File: src/rtl/alu_sequencer.sv
// Request/response sequencer that drives an external ALU through B-load, execute and response phases.
// Optional macro ALU_SEQ_BCACHE_EN: cache the last loaded B and skip the load phase on a match.
module alu_sequencer (
    input  logic       i_clk,
    input  logic       i_reset,
    input  logic       i_req_valid,
    output logic       o_req_ready,
    input  logic [2:0] i_req_op,
    input  logic [7:0] i_req_a,
    input  logic [7:0] i_req_b,
    output logic [7:0] o_alu_a,
    output logic [7:0] o_alu_b,
    output logic       o_alu_bWr,
    output logic       o_alu_oe,
    output logic       o_alu_subShiftDir,
    output logic [1:0] o_alu_aluOp,
    input  logic [7:0] i_alu_y,
    input  logic       i_alu_negative,
    input  logic       i_alu_zero,
    output logic       o_rsp_valid,
    input  logic       i_rsp_ready,
    output logic [7:0] o_rsp_y,
    output logic       o_rsp_err,
    output logic       o_flag_n,
    output logic       o_flag_z
);

    // state | meaning
    // IDLE  | ready for a request, operands captured on accept
    // LOADB | write captured B into the ALU B register
    // EXEC  | ALU output enabled, result and flags sampled at end of cycle
    // RESP  | response presented until consumed
    typedef enum logic [1:0] {IDLE, LOADB, EXEC, RESP} state_t;

    state_t     state, state_nxt;
    logic [2:0] op_q;
    logic [7:0] a_q;
    logic [7:0] b_q;
    logic       accept;
    logic       op_illegal;
    logic       bcache_hit;

    assign op_illegal = (i_req_op[2:1] == 2'b11);
    assign accept     = (state == IDLE) && i_req_valid;

`ifdef ALU_SEQ_BCACHE_EN
    logic [7:0] bcache_q;
    logic       bcache_vld;

    always_ff @(posedge i_clk) begin
        if (i_reset) begin
            bcache_q   <= '0;
            bcache_vld <= 1'b0;
        end else if (state == LOADB) begin
            bcache_q   <= b_q;
            bcache_vld <= 1'b1;
        end
    end

    assign bcache_hit = bcache_vld && (bcache_q == i_req_b);
`else
    assign bcache_hit = 1'b0;
`endif

    always_ff @(posedge i_clk) begin
        if (i_reset) begin
            state <= IDLE;
        end else begin
            state <= state_nxt;
        end
    end

    always_comb begin
        state_nxt         = state;
        o_req_ready       = 1'b0;
        o_alu_bWr         = 1'b0;
        o_alu_oe          = 1'b0;
        o_alu_aluOp       = 2'b00;
        o_alu_subShiftDir = 1'b0;
        o_rsp_valid       = 1'b0;
        case (state)
            IDLE: begin
                o_req_ready = !i_reset;
                if (i_req_valid) begin
                    if (op_illegal) begin
                        state_nxt = RESP;
                    end else if (bcache_hit) begin
                        state_nxt = EXEC;
                    end else begin
                        state_nxt = LOADB;
                    end
                end
            end
            LOADB: begin
                o_alu_bWr = 1'b1;
                state_nxt = EXEC;
            end
            EXEC: begin
                o_alu_oe  = 1'b1;
                state_nxt = RESP;
                case (op_q)
                    3'b001: o_alu_subShiftDir = 1'b1;
                    3'b010: o_alu_aluOp = 2'b01;
                    3'b011: o_alu_aluOp = 2'b10;
                    3'b100: begin
                        o_alu_aluOp       = 2'b11;
                        o_alu_subShiftDir = 1'b1;
                    end
                    3'b101: o_alu_aluOp = 2'b11;
                    default: ;
                endcase
            end
            RESP: begin
                o_rsp_valid = 1'b1;
                if (i_rsp_ready) begin
                    state_nxt = IDLE;
                end
            end
            default: state_nxt = IDLE;
        endcase
    end

    // Illegal ops answer straight from the accept edge; legal ops answer from the EXEC sample.
    always_ff @(posedge i_clk) begin
        if (i_reset) begin
            op_q      <= '0;
            a_q       <= '0;
            b_q       <= '0;
            o_rsp_y   <= '0;
            o_rsp_err <= 1'b0;
            o_flag_n  <= 1'b0;
            o_flag_z  <= 1'b0;
        end else begin
            if (accept) begin
                op_q <= i_req_op;
                a_q  <= i_req_a;
                b_q  <= i_req_b;
                if (op_illegal) begin
                    o_rsp_y   <= 8'h00;
                    o_rsp_err <= 1'b1;
                end
            end
            if (state == EXEC) begin
                o_rsp_y   <= i_alu_y;
                o_rsp_err <= 1'b0;
                o_flag_n  <= i_alu_negative;
                o_flag_z  <= i_alu_zero;
            end
        end
    end

    assign o_alu_a = a_q;
    assign o_alu_b = b_q;

endmodule

File: config.mk
export PLATFORM = sky130hd
export DESIGN_NAME = alu_sequencer
export DESIGN_NICKNAME = d
export VERILOG_FILES = /design/src/rtl/alu_sequencer.sv
export SDC_FILE = /design/constraint.sdc
export NUM_CORES = 1
export LEC_CHECK = 0
export ABC_AREA = 1
export CAP_MARGIN = 20
export CORE_ASPECT_RATIO = 2
export CORE_MARGIN = 2
export CORE_UTILIZATION = 39
export DETAILED_ROUTE_END_ITERATION = 10
export PLACE_DENSITY = 0.79
export SYNTH_ARGS = -nofsm -noshare
export SYNTH_HDL_FRONTEND = slang
export SYNTH_SLANG_ARGS = --single-unit
File: constraint.sdc
create_clock -name i_clk -period 1.6 [get_ports i_clk]
set_clock_uncertainty 0.05 [all_clocks]
set_input_delay 0.32 -clock i_clk [delete_from_list [all_inputs] [get_ports i_clk]]
set_output_delay 0.32 -clock i_clk [all_outputs]
set_load 0.02 [all_outputs]
* Word-level counts from Yosys, hierarchy flattened
Index checks and enable logic that the tools add are counted.
Operators by class: add/sub/neg operators 0, multiply operators 0, divide/modulo/power cells 0, magnitude comparators 0, eq/ne operators 11, shift-type cells 0, multiplexer cells 15, bitwise gates (word level) 0, reduce and logical (&&, ||, !) cells 11
Operators with widths (count):
- 2-to-1 mux 8 bit | 3
- 2-to-1 mux 2 bit | 4
- one-hot mux 2 bit (4 select lines) | 1
- equality test 2 bit (second input constant) | 3
- equality test 3 x 2 -> 1 bit (second input constant) | 2
- equality test 3 bit (second input constant) | 2
- 2-to-1 mux 1 bit | 6
- one-hot mux 2 bit (3 select lines) | 1
- AND reduction 2 bit | 3
- OR reduction 2 bit | 3
- inequality test 2 bit (second input constant) | 2
- nonzero test 2 bit | 2
- equality test 3 x 1 -> 1 bit (second input constant) | 1
- equality test 2 x 1 -> 1 bit (second input constant) | 1
- logical NOT 2 bit | 1
- logical AND 1 bit | 1
- logical NOT 1 bit | 1
Word-level totals: flip-flop bits (word level) 32, latch bits 0, memory bits (writable) 0, memory bits (read-only) 0, input port bits 33, output and inout bits 34, word-level logic and storage cells 45, memories kept 0

* Depth between registers and ports, before layout
depth in word-level cells 4, gate-level depth with buffers 7, depth with buffers taken out 7

* Worst setup path before layout
No wires, ideal clock.
path type reg-to-output, start point reg state[0], end point out o_alu_subShiftDir, arrival 1.567 ns, required time 1.230 ns, setup slack -0.337 ns, cell stages (with the launch flop) 5, buffers on the path 0, cell sequence dfxtp_1 -> inv_1 -> ha_1 -> inv_2 -> nor4_1
Between the ends: longest elaborated chain between the ends 2
RTL lines:
- start: declaration | RTL line 35 | state_t state, state_nxt;
- start signal: assignment | RTL line 69 | state <= state_nxt;
- equality test 2 bit | RTL line 81 | case (state)
- 2-to-1 mux 1 bit | RTL line 81
- end: declaration | RTL line 15 | output logic o_alu_subShiftDir,
Every way passes these cells.

* Worst setup path after layout
start point reg op_q[2], end point out o_alu_subShiftDir
Between the ends: longest elaborated chain between the ends 4, elaborated cells between the ends (all ways) 5, classes of those cells eq/ne: 2; mux: 2; reduce/logical: 1
RTL lines:
- start: declaration | RTL line 36 | logic [2:0] op_q;
- start signal: assignment | RTL line 135 | op_q <= i_req_op;
- equality test 3 bit or equality test 3 x 1 -> 1 bit (tied branches) | RTL line 101 | case (op_q)
- OR reduction 2 bit (no line) (*)
- 2-to-1 mux 1 bit (*) | RTL line 101
- 2-to-1 mux 1 bit (*) | RTL line 81
Every way passes the cells marked *; elsewhere a longest branch is shown, timed or not.

==> summary.md <==
| Metric | Value |
|---|---|
| Worst-path clk slew | about 0.070 ns |
| Vias/cell | 4.83 |
| Global route overflow | 0 |
| Placed cell count | 275 |
| Final WS setup | -0.00172 ns |
| Switching Power | ~1400 uW |
| Final core occ | 0.716 |
| Ant. Diodes | 0 |
| Actual slew at the worst max-slew pin | 0.304 ns |
| Yosys top cell by area | dfxtp_1 |
| Layout Cells excl Fill | approximately 280 |
| Initial antenna violation count | 0 |
| Max-slew violations | 0 |
| Final-report hold violation count | 0 |
| Post-synth EDFFs | 0 |
| # fillers | 259 |
| Critical path endpoint category | primary output |
| Distinct cells, synth | 21 |
| DR WL/cell | around 12 um |
| Max Fanout on Critical Path | 2 |
| Total chip power | ~3700 uW |
| Largest net degree at the start of global routing | 23 |
| Synth cell count leaders | nor2_1, dfxtp_1, nand2_1 |
| Post-synth top flop | dfxtp_1 |
| Post-DP HPWL | 2440 um |
| Io pins | 67 |
| First-pass GRT wire length | about 5600 um |
| P&R area growth vs syn | 75.4% |
| Worst R2R Start | state[0] |
| Share of layout cells above drive strength 1 | 0.190 |
| #FFs+latches synth | 32 |
| Hold Path Class | flop to flop |
| H-tree levels | 2 |
| Crit start category | flop |
| Worst Hold Launch | o_rsp_y[7] |
| DRC | 0 |
| Layout Nets | 290 |
| Critical path data arrival time | ~1.2 ns |
| Final GP Congestion | between 0.7 and 0.8 |
| Total number of vias | about 1400 |
| Num rows | 29 |
| Cells after synthesis | 172 |
| Worst-Skew Late Latency | 0.28 ns |
| Dpl ws | -0.260 ns |
| Relative slew slack | 0.797 |
| DRT Pass-1 Iters | 4 |
| Core ar. | about 3200 sq um |
| Lkg Pwr | around 0.0012 uW |
| WS Path Type | flop to primary output |
| RSZ-0062 raised after global routing | true |
| Synthesized area | 1290 sq um |
| Start point of the critical path | op_q[2] |
| Total wire length | 3510 um |
| Setup Viol. Count Final | 1 |
| CTS tree | built |
| Outcome | complete, but fails checks |
| 1st-iter DRT viols | 23 |
| Fmax | around 620 MHz |
| Combinational Power Share | 0.489 |
| Tot GR Track Use | 0.199 |
| DIE HEIGHT | between 80 and 90 um |
| Count leader, synth | nor2_1 |
| Int Pwr | around 2300 uW |
| VDD IR-drop max | between 1 and 1.5 mV |
| Mean post-synth cell area | around 7.5 sq um |
| Setup TNS | -0.00172 ns |
| Top cell type's share of synthesized area | 0.497 |
| Seq/Total Area, Yosys | 0.497 |
| Detail Route Antenna Nets | 0 |
| Sequential Power Share | 0.308 |
| Root Buffer | clkbuf_8 |
| CTS max path bufs | 2 |
| Vias in the first global route | 1295 |
| Top cells by area, synth | dfxtp_1, nor2_1, o21ai_0, nand2_1, ha_1 |
| Failing checks | negative setup slack |
| Final min period | around 1.6 ns |
| IO buf count | 66 |
| Post-Syn Nets | 210 |
| Hold buffers post-CTS | 0 |
| Asr flop ratio synth | 0 |
| Die Width | about 45 um |
| Starting density of the core | 0.408 |
| Cts bufs inserted | 5 |
| Yosys warns | 0 |
| Die area | 3810 sq um |
| Clock share of power | 0.204 |
| Crit path required time | 1.23 ns |
| Max_cap viols | 0 |
| Pwr Density | approximately 1600 nW/um^2 |
| Fin crit share | 1.00 |
| Sw frac | 0.379 |
| Register-to-register setup slack | 0.15 ns |
| # clock sinks | 32 |
## per-layer routing
layer | GRT usage | part of all wire | vias to the layer above
met4 | 0.110 | 0.030 | 0
met3 | 0.0553 | 0.055 | 8
li1 | - | - | 698
met1 | 0.197 | 0.36 | 625
met5 | 0 | 0 | -
met2 | 0.350 | 0.56 | 41
## critical path, cell delays in order (launching register included)
cell and delay (ns):
dfxtp_2 0.33, buf_6 0.11, nand2_2 0.05, inv_2 0.04, nor4_4 0.25, buf_4 0.18
## layout make-up
class                   instances  area [sq um]  area share
clock inverters                 2          35.0      0.0155
inverters                      12          52.6      0.0232
repair buffers                 80           787       0.348
well taps                      31          38.8      0.0172
clock buffers                   6          72.6      0.0321
flip-flops and latches         32           647       0.286
multi-input cells             121           628       0.278
## path summary, 6_finish.rpt
check,end,cells after the start
max,o_alu_subShiftDir,5
min,o_rsp_y[7],2
max reg2reg,o_rsp_y[4],9
min reg2reg,o_rsp_y[7],2
## registers in the layout, summed over array words and instances, names as in the netlist
name       cells
op_q           3
o_rsp_err      1
o_alu_a        8
state          2
o_alu_b        8
o_flag_n       1
o_rsp_y        8
o_flag_z       1
## logic make-up after synthesis
family | synth area share
compound gates | 0.132
fa+ha+maj | 0.0485
buf+inv | 0.0699
flops | 0.497
simple gates | 0.252
## cell usage in the layout (no fill, tap or decap), types with 2 or more instances in the layout
master / count
nor2_1: 47
clkdlybuf4s50_1: 32
dfxtp_1: 29
nand2_1: 26
o21ai_0: 21
dlymetal6s2s_1: 14
buf_4: 14
dlygate4sd2_1: 13
a21oi_1: 10
buf_6: 6
inv_1: 5
clkbuf_8: 5
inv_2: 4
inv_4: 3
ha_4: 3
a21oi_2: 2
nand3_1: 2
nand2_2: 2
ha_1: 2
dfxtp_2: 2
## power by group through the flow
stage                     clock [uW]  sequential, uW  combinational (uW)
final                            757            1140                1820
after global routing             819            1170                2010
after CTS                        775            1140                1750
after detailed placement           0            1140                1750
after global placement             0            1130                1720
after floorplan                    0            1360                 749
## stage by stage
stage | hold slack, ns | area (sq um)
2_1_floorplan | 0.339 | 1310
4_1_cts | 0.409 | 2190
3_3_place_gp | 0.398 | 2060
3_5_place_dp | 0.403 | 2060
5_1_grt | 0.423 | 2260
6_report | 0.405 | 2260
## repair_timing
action / 4_1_cts / 5_1_grt
setup endpoints to repair: 20 / 25
buffers inserted: 0 / 1
pin swaps: 3 / 1
gates resized for setup: 62 / 25
No activity file was read; power rests on OpenSTA's default activity.
